[src/rtl/mem_arbiter_if.sv]
// Request-side and RAM-side signals of the memory arbiter, bundled as one bus.
// The slave view belongs to the arbiter; the master view belongs to the datapath/RAM environment.
interface mem_arbiter_if;
  logic        iREN;
  logic [31:0] iaddr;
  logic        dREN;
  logic        dWEN;
  logic [31:0] daddr;
  logic [31:0] dstore;
  logic        ihit;
  logic [31:0] iload;
  logic        dhit;
  logic [31:0] dload;
  logic        ramREN;
  logic        ramWEN;
  logic [31:0] ramaddr;
  logic [31:0] ramstore;
  logic [31:0] ramload;
  logic [1:0]  ramstate;
  logic        memerr;

  modport slave (
    input  iREN, iaddr, dREN, dWEN, daddr, dstore, ramload, ramstate,
    output ihit, iload, dhit, dload, ramREN, ramWEN, ramaddr, ramstore, memerr
  );

  modport master (
    output iREN, iaddr, dREN, dWEN, daddr, dstore, ramload, ramstate,
    input  ihit, iload, dhit, dload, ramREN, ramWEN, ramaddr, ramstore, memerr
  );
endinterface

[src/rtl/mem_arbiter.sv]
// Serializes instruction fetches and data loads/stores onto a single-port RAM.
// Data wins arbitration unless instruction fetch has waited IFAIR_MAX data grants.
module mem_arbiter #(
  parameter int IFAIR_MAX = 4,
  parameter int TIMEOUT   = 64
) (
  input  logic         CLK,
  input  logic         nRST,
  mem_arbiter_if.slave bus
);
  typedef enum logic [1:0] {
    IDLE = 2'd0,
    DACC = 2'd1,
    IACC = 2'd2
  } state_t;

  localparam logic [1:0] RAM_ACCESS = 2'd2;
  localparam logic [1:0] RAM_ERROR  = 2'd3;
  localparam logic [3:0] FAIR_LIM   = 4'(IFAIR_MAX);
  localparam logic [7:0] TO_LAST    = 8'(TIMEOUT - 1);

  state_t      state_reg, state_next;
  logic [3:0]  faircnt_reg, faircnt_next;
  logic [7:0]  tocnt_reg, tocnt_next;
  logic [31:0] addr_reg, addr_next;
  logic [31:0] data_reg, data_next;
  logic        wr_reg, wr_next;
  logic        memerr_reg, memerr_next;

  logic        busy;
  logic        done;
  logic        abort;
  logic        dreq;

  always_ff @(posedge CLK or negedge nRST) begin
    if (!nRST) begin
      state_reg   <= IDLE;
      faircnt_reg <= '0;
      tocnt_reg   <= '0;
      addr_reg    <= '0;
      data_reg    <= '0;
      wr_reg      <= 1'b0;
      memerr_reg  <= 1'b0;
    end else begin
      state_reg   <= state_next;
      faircnt_reg <= faircnt_next;
      tocnt_reg   <= tocnt_next;
      addr_reg    <= addr_next;
      data_reg    <= data_next;
      wr_reg      <= wr_next;
      memerr_reg  <= memerr_next;
    end
  end

  always_comb begin
    state_next   = state_reg;
    faircnt_next = faircnt_reg;
    tocnt_next   = tocnt_reg;
    addr_next    = addr_reg;
    data_next    = data_reg;
    wr_next      = wr_reg;
    memerr_next  = memerr_reg;

    busy  = (state_reg != IDLE);
    dreq  = bus.dREN | bus.dWEN;
    done  = busy && (bus.ramstate == RAM_ACCESS);
    // A completing access takes precedence over a timeout landing on the same cycle.
    abort = busy && !done && ((bus.ramstate == RAM_ERROR) || (tocnt_reg == TO_LAST));

    case (state_reg)
      IDLE: begin
        if (dreq && (!bus.iREN || (faircnt_reg < FAIR_LIM))) begin
          state_next = DACC;
          addr_next  = bus.daddr;
          data_next  = bus.dstore;
          wr_next    = bus.dWEN;
          tocnt_next = '0;
          if (bus.iREN) begin
            faircnt_next = (faircnt_reg == 4'hF) ? faircnt_reg : faircnt_reg + 4'd1;
          end else begin
            faircnt_next = '0;
          end
        end else if (bus.iREN) begin
          state_next   = IACC;
          addr_next    = bus.iaddr;
          data_next    = '0;
          wr_next      = 1'b0;
          tocnt_next   = '0;
          faircnt_next = '0;
        end
      end
      default: begin
        if (done || abort) begin
          state_next = IDLE;
        end else begin
          tocnt_next = tocnt_reg + 8'd1;
        end
        if (abort) begin
          memerr_next = 1'b1;
        end
      end
    endcase
  end

  // RAM side is driven purely from registered state, never from live requests.
  assign bus.ramREN   = busy && !wr_reg;
  assign bus.ramWEN   = busy && wr_reg;
  assign bus.ramaddr  = busy ? addr_reg : '0;
  assign bus.ramstore = busy ? data_reg : '0;

  assign bus.dhit   = done && (state_reg == DACC);
  assign bus.ihit   = done && (state_reg == IACC);
  assign bus.dload  = (bus.dhit && !wr_reg) ? bus.ramload : '0;
  assign bus.iload  = bus.ihit ? bus.ramload : '0;
  assign bus.memerr = memerr_reg;
endmodule

[src/flat_wrapper.sv]
// flat-port wrapper written by rule: the top's interface ports become plain ports
module mem_arbiter_flat 
#(
  parameter int IFAIR_MAX = 4,
  parameter int TIMEOUT   = 64
)
  (CLK, nRST, bus_iREN, bus_iaddr, bus_dREN, bus_dWEN, bus_daddr, bus_dstore, bus_ramload, bus_ramstate, bus_ihit, bus_iload, bus_dhit, bus_dload, bus_ramREN, bus_ramWEN, bus_ramaddr, bus_ramstore, bus_memerr);
  mem_arbiter_if bus_i ();
  input  logic CLK;
  input  logic nRST;
  input wire logic [$bits(bus_i.iREN)-1:0] bus_iREN;
  input wire logic [$bits(bus_i.iaddr)-1:0] bus_iaddr;
  input wire logic [$bits(bus_i.dREN)-1:0] bus_dREN;
  input wire logic [$bits(bus_i.dWEN)-1:0] bus_dWEN;
  input wire logic [$bits(bus_i.daddr)-1:0] bus_daddr;
  input wire logic [$bits(bus_i.dstore)-1:0] bus_dstore;
  input wire logic [$bits(bus_i.ramload)-1:0] bus_ramload;
  input wire logic [$bits(bus_i.ramstate)-1:0] bus_ramstate;
  output wire logic [$bits(bus_i.ihit)-1:0] bus_ihit;
  output wire logic [$bits(bus_i.iload)-1:0] bus_iload;
  output wire logic [$bits(bus_i.dhit)-1:0] bus_dhit;
  output wire logic [$bits(bus_i.dload)-1:0] bus_dload;
  output wire logic [$bits(bus_i.ramREN)-1:0] bus_ramREN;
  output wire logic [$bits(bus_i.ramWEN)-1:0] bus_ramWEN;
  output wire logic [$bits(bus_i.ramaddr)-1:0] bus_ramaddr;
  output wire logic [$bits(bus_i.ramstore)-1:0] bus_ramstore;
  output wire logic [$bits(bus_i.memerr)-1:0] bus_memerr;
  assign bus_i.iREN = bus_iREN;
  assign bus_i.iaddr = bus_iaddr;
  assign bus_i.dREN = bus_dREN;
  assign bus_i.dWEN = bus_dWEN;
  assign bus_i.daddr = bus_daddr;
  assign bus_i.dstore = bus_dstore;
  assign bus_i.ramload = bus_ramload;
  assign bus_i.ramstate = bus_ramstate;
  assign bus_ihit = bus_i.ihit;
  assign bus_iload = bus_i.iload;
  assign bus_dhit = bus_i.dhit;
  assign bus_dload = bus_i.dload;
  assign bus_ramREN = bus_i.ramREN;
  assign bus_ramWEN = bus_i.ramWEN;
  assign bus_ramaddr = bus_i.ramaddr;
  assign bus_ramstore = bus_i.ramstore;
  assign bus_memerr = bus_i.memerr;
  mem_arbiter #(.IFAIR_MAX(IFAIR_MAX), .TIMEOUT(TIMEOUT)) u_core (.CLK(CLK), .nRST(nRST), .bus(bus_i));
endmodule
[config.mk]
export PLATFORM = sky130hd
export DESIGN_NAME = mem_arbiter_flat
export DESIGN_NICKNAME = d
export VERILOG_FILES = /design/src/rtl/mem_arbiter_if.sv /design/src/rtl/mem_arbiter.sv /design/src/flat_wrapper.sv
export SDC_FILE = /design/constraint.sdc
export NUM_CORES = 1
export LEC_CHECK = 0
export ABC_AREA = 1
export CORE_AREA = 3 3 104 106
export CTS_CLUSTER_SIZE = 10
export DETAILED_ROUTE_END_ITERATION = 7
export DIE_AREA = 0 0 107 109
export DONT_BUFFER_PORTS = 1
export SYNTH_ARGS = -nofsm -noshare
export SYNTH_HDL_FRONTEND = slang
export SYNTH_SLANG_ARGS = --single-unit
[constraint.sdc]
create_clock -name CLK -period 1.8 [get_ports CLK]
set_input_delay 0.36 -clock CLK [delete_from_list [all_inputs] [get_ports CLK]]
set_output_delay 0.36 -clock CLK [all_outputs]
set_load 0.03 [all_outputs]
==> impl_metrics.toml <==
[worst_setup_path]
crit_required_ns = 1.44
crit_type = "reg2out"
crit_start = "u_core.state_reg[1]"
worstReg2RegEnd = "u_core.tocnt_reg[5]"
startpoint_type = "flop"
path_max_fanout = 16
crit_path_end = "bus_dload[17]"
end_kind = "output port"
r2r_start = "u_core.state_reg[1]"
ff2ff_path_depth = 11
worstPathArrival_ns = 1.60
r2r_setup_slack_ns = 0.01

[synthesis]
avgSynthCellArea_sq_um = 6.84
ys_seq_area_share_pct = 45.4
ys.flop_type = "dfrtp_1"
synth.cell_area_sq_um = 4410
ys_seq_elements = 80
synth_cell_types = 24
synthCells = 644
synth_edf_count = 0
synth_async_sr_flop_share_pct = 100
syn-num-nets = 781
yosys_warnings = 0

[place]
post-place-ws_ns = 0.0845
dpl.cell_count = 883
io_buffers = 0
dp_hpwl_mm = 9.67
routabilityCongestion = 0.799

[timing]
fin_crit_sh_pct = 109
timing.final.crit_period_ns = 1.96
finalHoldViolCount = 80
tightest_slew_ns = 0.324
max_freq_mhz = 511
skew_ns = 0.0109
slew_headroom_pct = 78.3
slew_viol_final = 0
hold_slack_ns = -0.310
rsz0062_at_grt = "yes"
setup_ws_ns = -0.156
finalSetupViolations = 131

[routing]
detail-route-antenna-nets = 0
dr.pass1.iters = 4
via_count = 4725
drc = 0
wl_per_cell_microns = 17.1
drt-vias-per-instance = 5.11
finalWirelength_mm = 15.8
initialDrtViolationCount = 343

[floorplan]
ios = 268
coreArea_sq_um = 9860
placementRows = 36
fp.dieH_microns = 109
die_w_microns = 107
initial_utilization_pct = 44.7
dieArea_sq_um = 11700

[layout]
nets = 923
syn_to_final_growth_pct = 66.1
final_util_pct = 74.2
regArea_sq_um = 2000
stdcell_count = 924
multi_input_area_sq_um = 2530
mostFrequentLayoutCell = "nand2_1"
final_cell_mix = "nand2_1, inv_1, buf_6, nor2_4, dfrtp_1"
diodes = 0
drive_gt1_share_pct = 38.7
n_fill_cell = 702

[clock_tree]
clockBufferDepth = 2
cts_made_buffers = 9
root_buffer = "clkbuf_8"
clkSinkCount = 80
path_clk_slew_ns = 0.09
insertion_delay_ns = 0.36
cts_tree = "built"
h-tree-depth = 3

[global_route]
antenna_found_initial = 0
grt_max_degree = 81
grt_usage_pct = 23.6
grt_remaining_overflow = 0
grt_pass1_wl_mm = 21.8
grt_pass1_vias = 4412

[run_status]
violations = "negative hold slack, negative setup slack"
status = "finished with violations"

[power]
leakagePower_nw = 3.57
ir_worst_vdd_v = 0.00119
power_per_cell_area_nw_per_um2 = 1850

[flow_run]
cap_violations = 0

[hold_path]
hold_class = "in2async"
-- what timing repair did --
action	CTS	global route
setup buffers	6	7
setup endpoints to repair	126	131
pin swaps	1	2
gates resized for setup	73	205
endpoints found under the hold margin	80	80
cloned	4	8
-- metrics by stage --
| stage | instance area, sq um | TNS (ns) | total power, W |
|---|---|---|---|
| after floorplan | 4700 | -3.99 | 0.00734 |
| after global placement | 5770 | 0 | 0.00921 |
| after detailed placement | 5770 | 0 | 0.00931 |
| after CTS | 6330 | -13.87 | 0.0110 |
| after global routing | 7320 | -26.05 | 0.0143 |
| final | 7320 | -13.55 | 0.0135 |
-- power breakdown --
part	internal [W]	total, W	switching (W)
clock network	0.000720	0.00138	0.000664
logic	0.00366	0.00917	0.00551
registers	0.00258	0.00295	0.000372
-- critical path: stages, from the launching register on --
cell	delay (ns)
dfrtp_1	0.42
nor3_4	0.24
nand2_4	0.12
buf_16	0.20
nor2_4	0.11
buf_6	0.14
-- layout make-up --
cell class / instances / area share [%]
multi-input cells: 409 / 34.6
inverters: 121 / 6.68
flip-flops and latches: 80 / 27.4
well taps: 133 / 2.27
repair buffers: 162 / 25.8
clock buffers: 12 / 2.12
clock inverters: 4 / 0.701
repair inverters: 3 / 0.462
-- synthesized netlist by cell type, types with 3 or more instances --
| master | instances | area [sq um] |
|---|---|---|
| buf_6 | 4 | 45.0 |
| clkbuf_1 | 12 | 45.0 |
| inv_2 | 6 | 22.5 |
| nor3b_1 | 3 | 22.5 |
| o21ai_0 | 25 | 125 |
| nand2_1 | 138 | 518 |
| buf_2 | 13 | 65.1 |
| nand3_1 | 77 | 385 |
| buf_4 | 5 | 37.5 |
| o21ai_1 | 13 | 65.1 |
| nor2_1 | 140 | 526 |
| dfrtp_1 | 80 | 2000 |
| inv_1 | 113 | 424 |
-- how the worst min path moves through the flow --
stage / startpoint / to / slack (ns) / cells after the start
floorplan: nRST / u_core.addr_reg[0] / 0.06 / 0
global placement: nRST / u_core.data_reg[3] / 0.07 / 0
detailed placement: nRST / u_core.data_reg[28] / 0.07 / 0
CTS: nRST / u_core.data_reg[7] / -0.32 / 0
global route: nRST / u_core.data_reg[8] / -0.34 / 0
finish: nRST / u_core.data_reg[25] / -0.31 / 0
-- per-layer routing --
layer | share of wire (%) | vias to the layer above | GRT usage, %
li1 | - | 2219 | -
met1 | 37 | 2275 | 27.0
met5 | 0 | - | 0
met4 | 2.0 | 0 | 10.9
met2 | 54 | 201 | 40.9
met3 | 7.3 | 30 | 6.69
-- logic make-up (layout without fill, tap and decap cells) --
logic type	after synthesis	in the layout	synth area share (%)
adders and majority gates	2	2	0.568
buffers and inverters	155	302	14.7
and+or+nand+nor	366	366	34.3
AOI/OAI and AO/OA	41	41	5.00
DFF	80	80	45.4
Power figures use the tool's default switching activity.
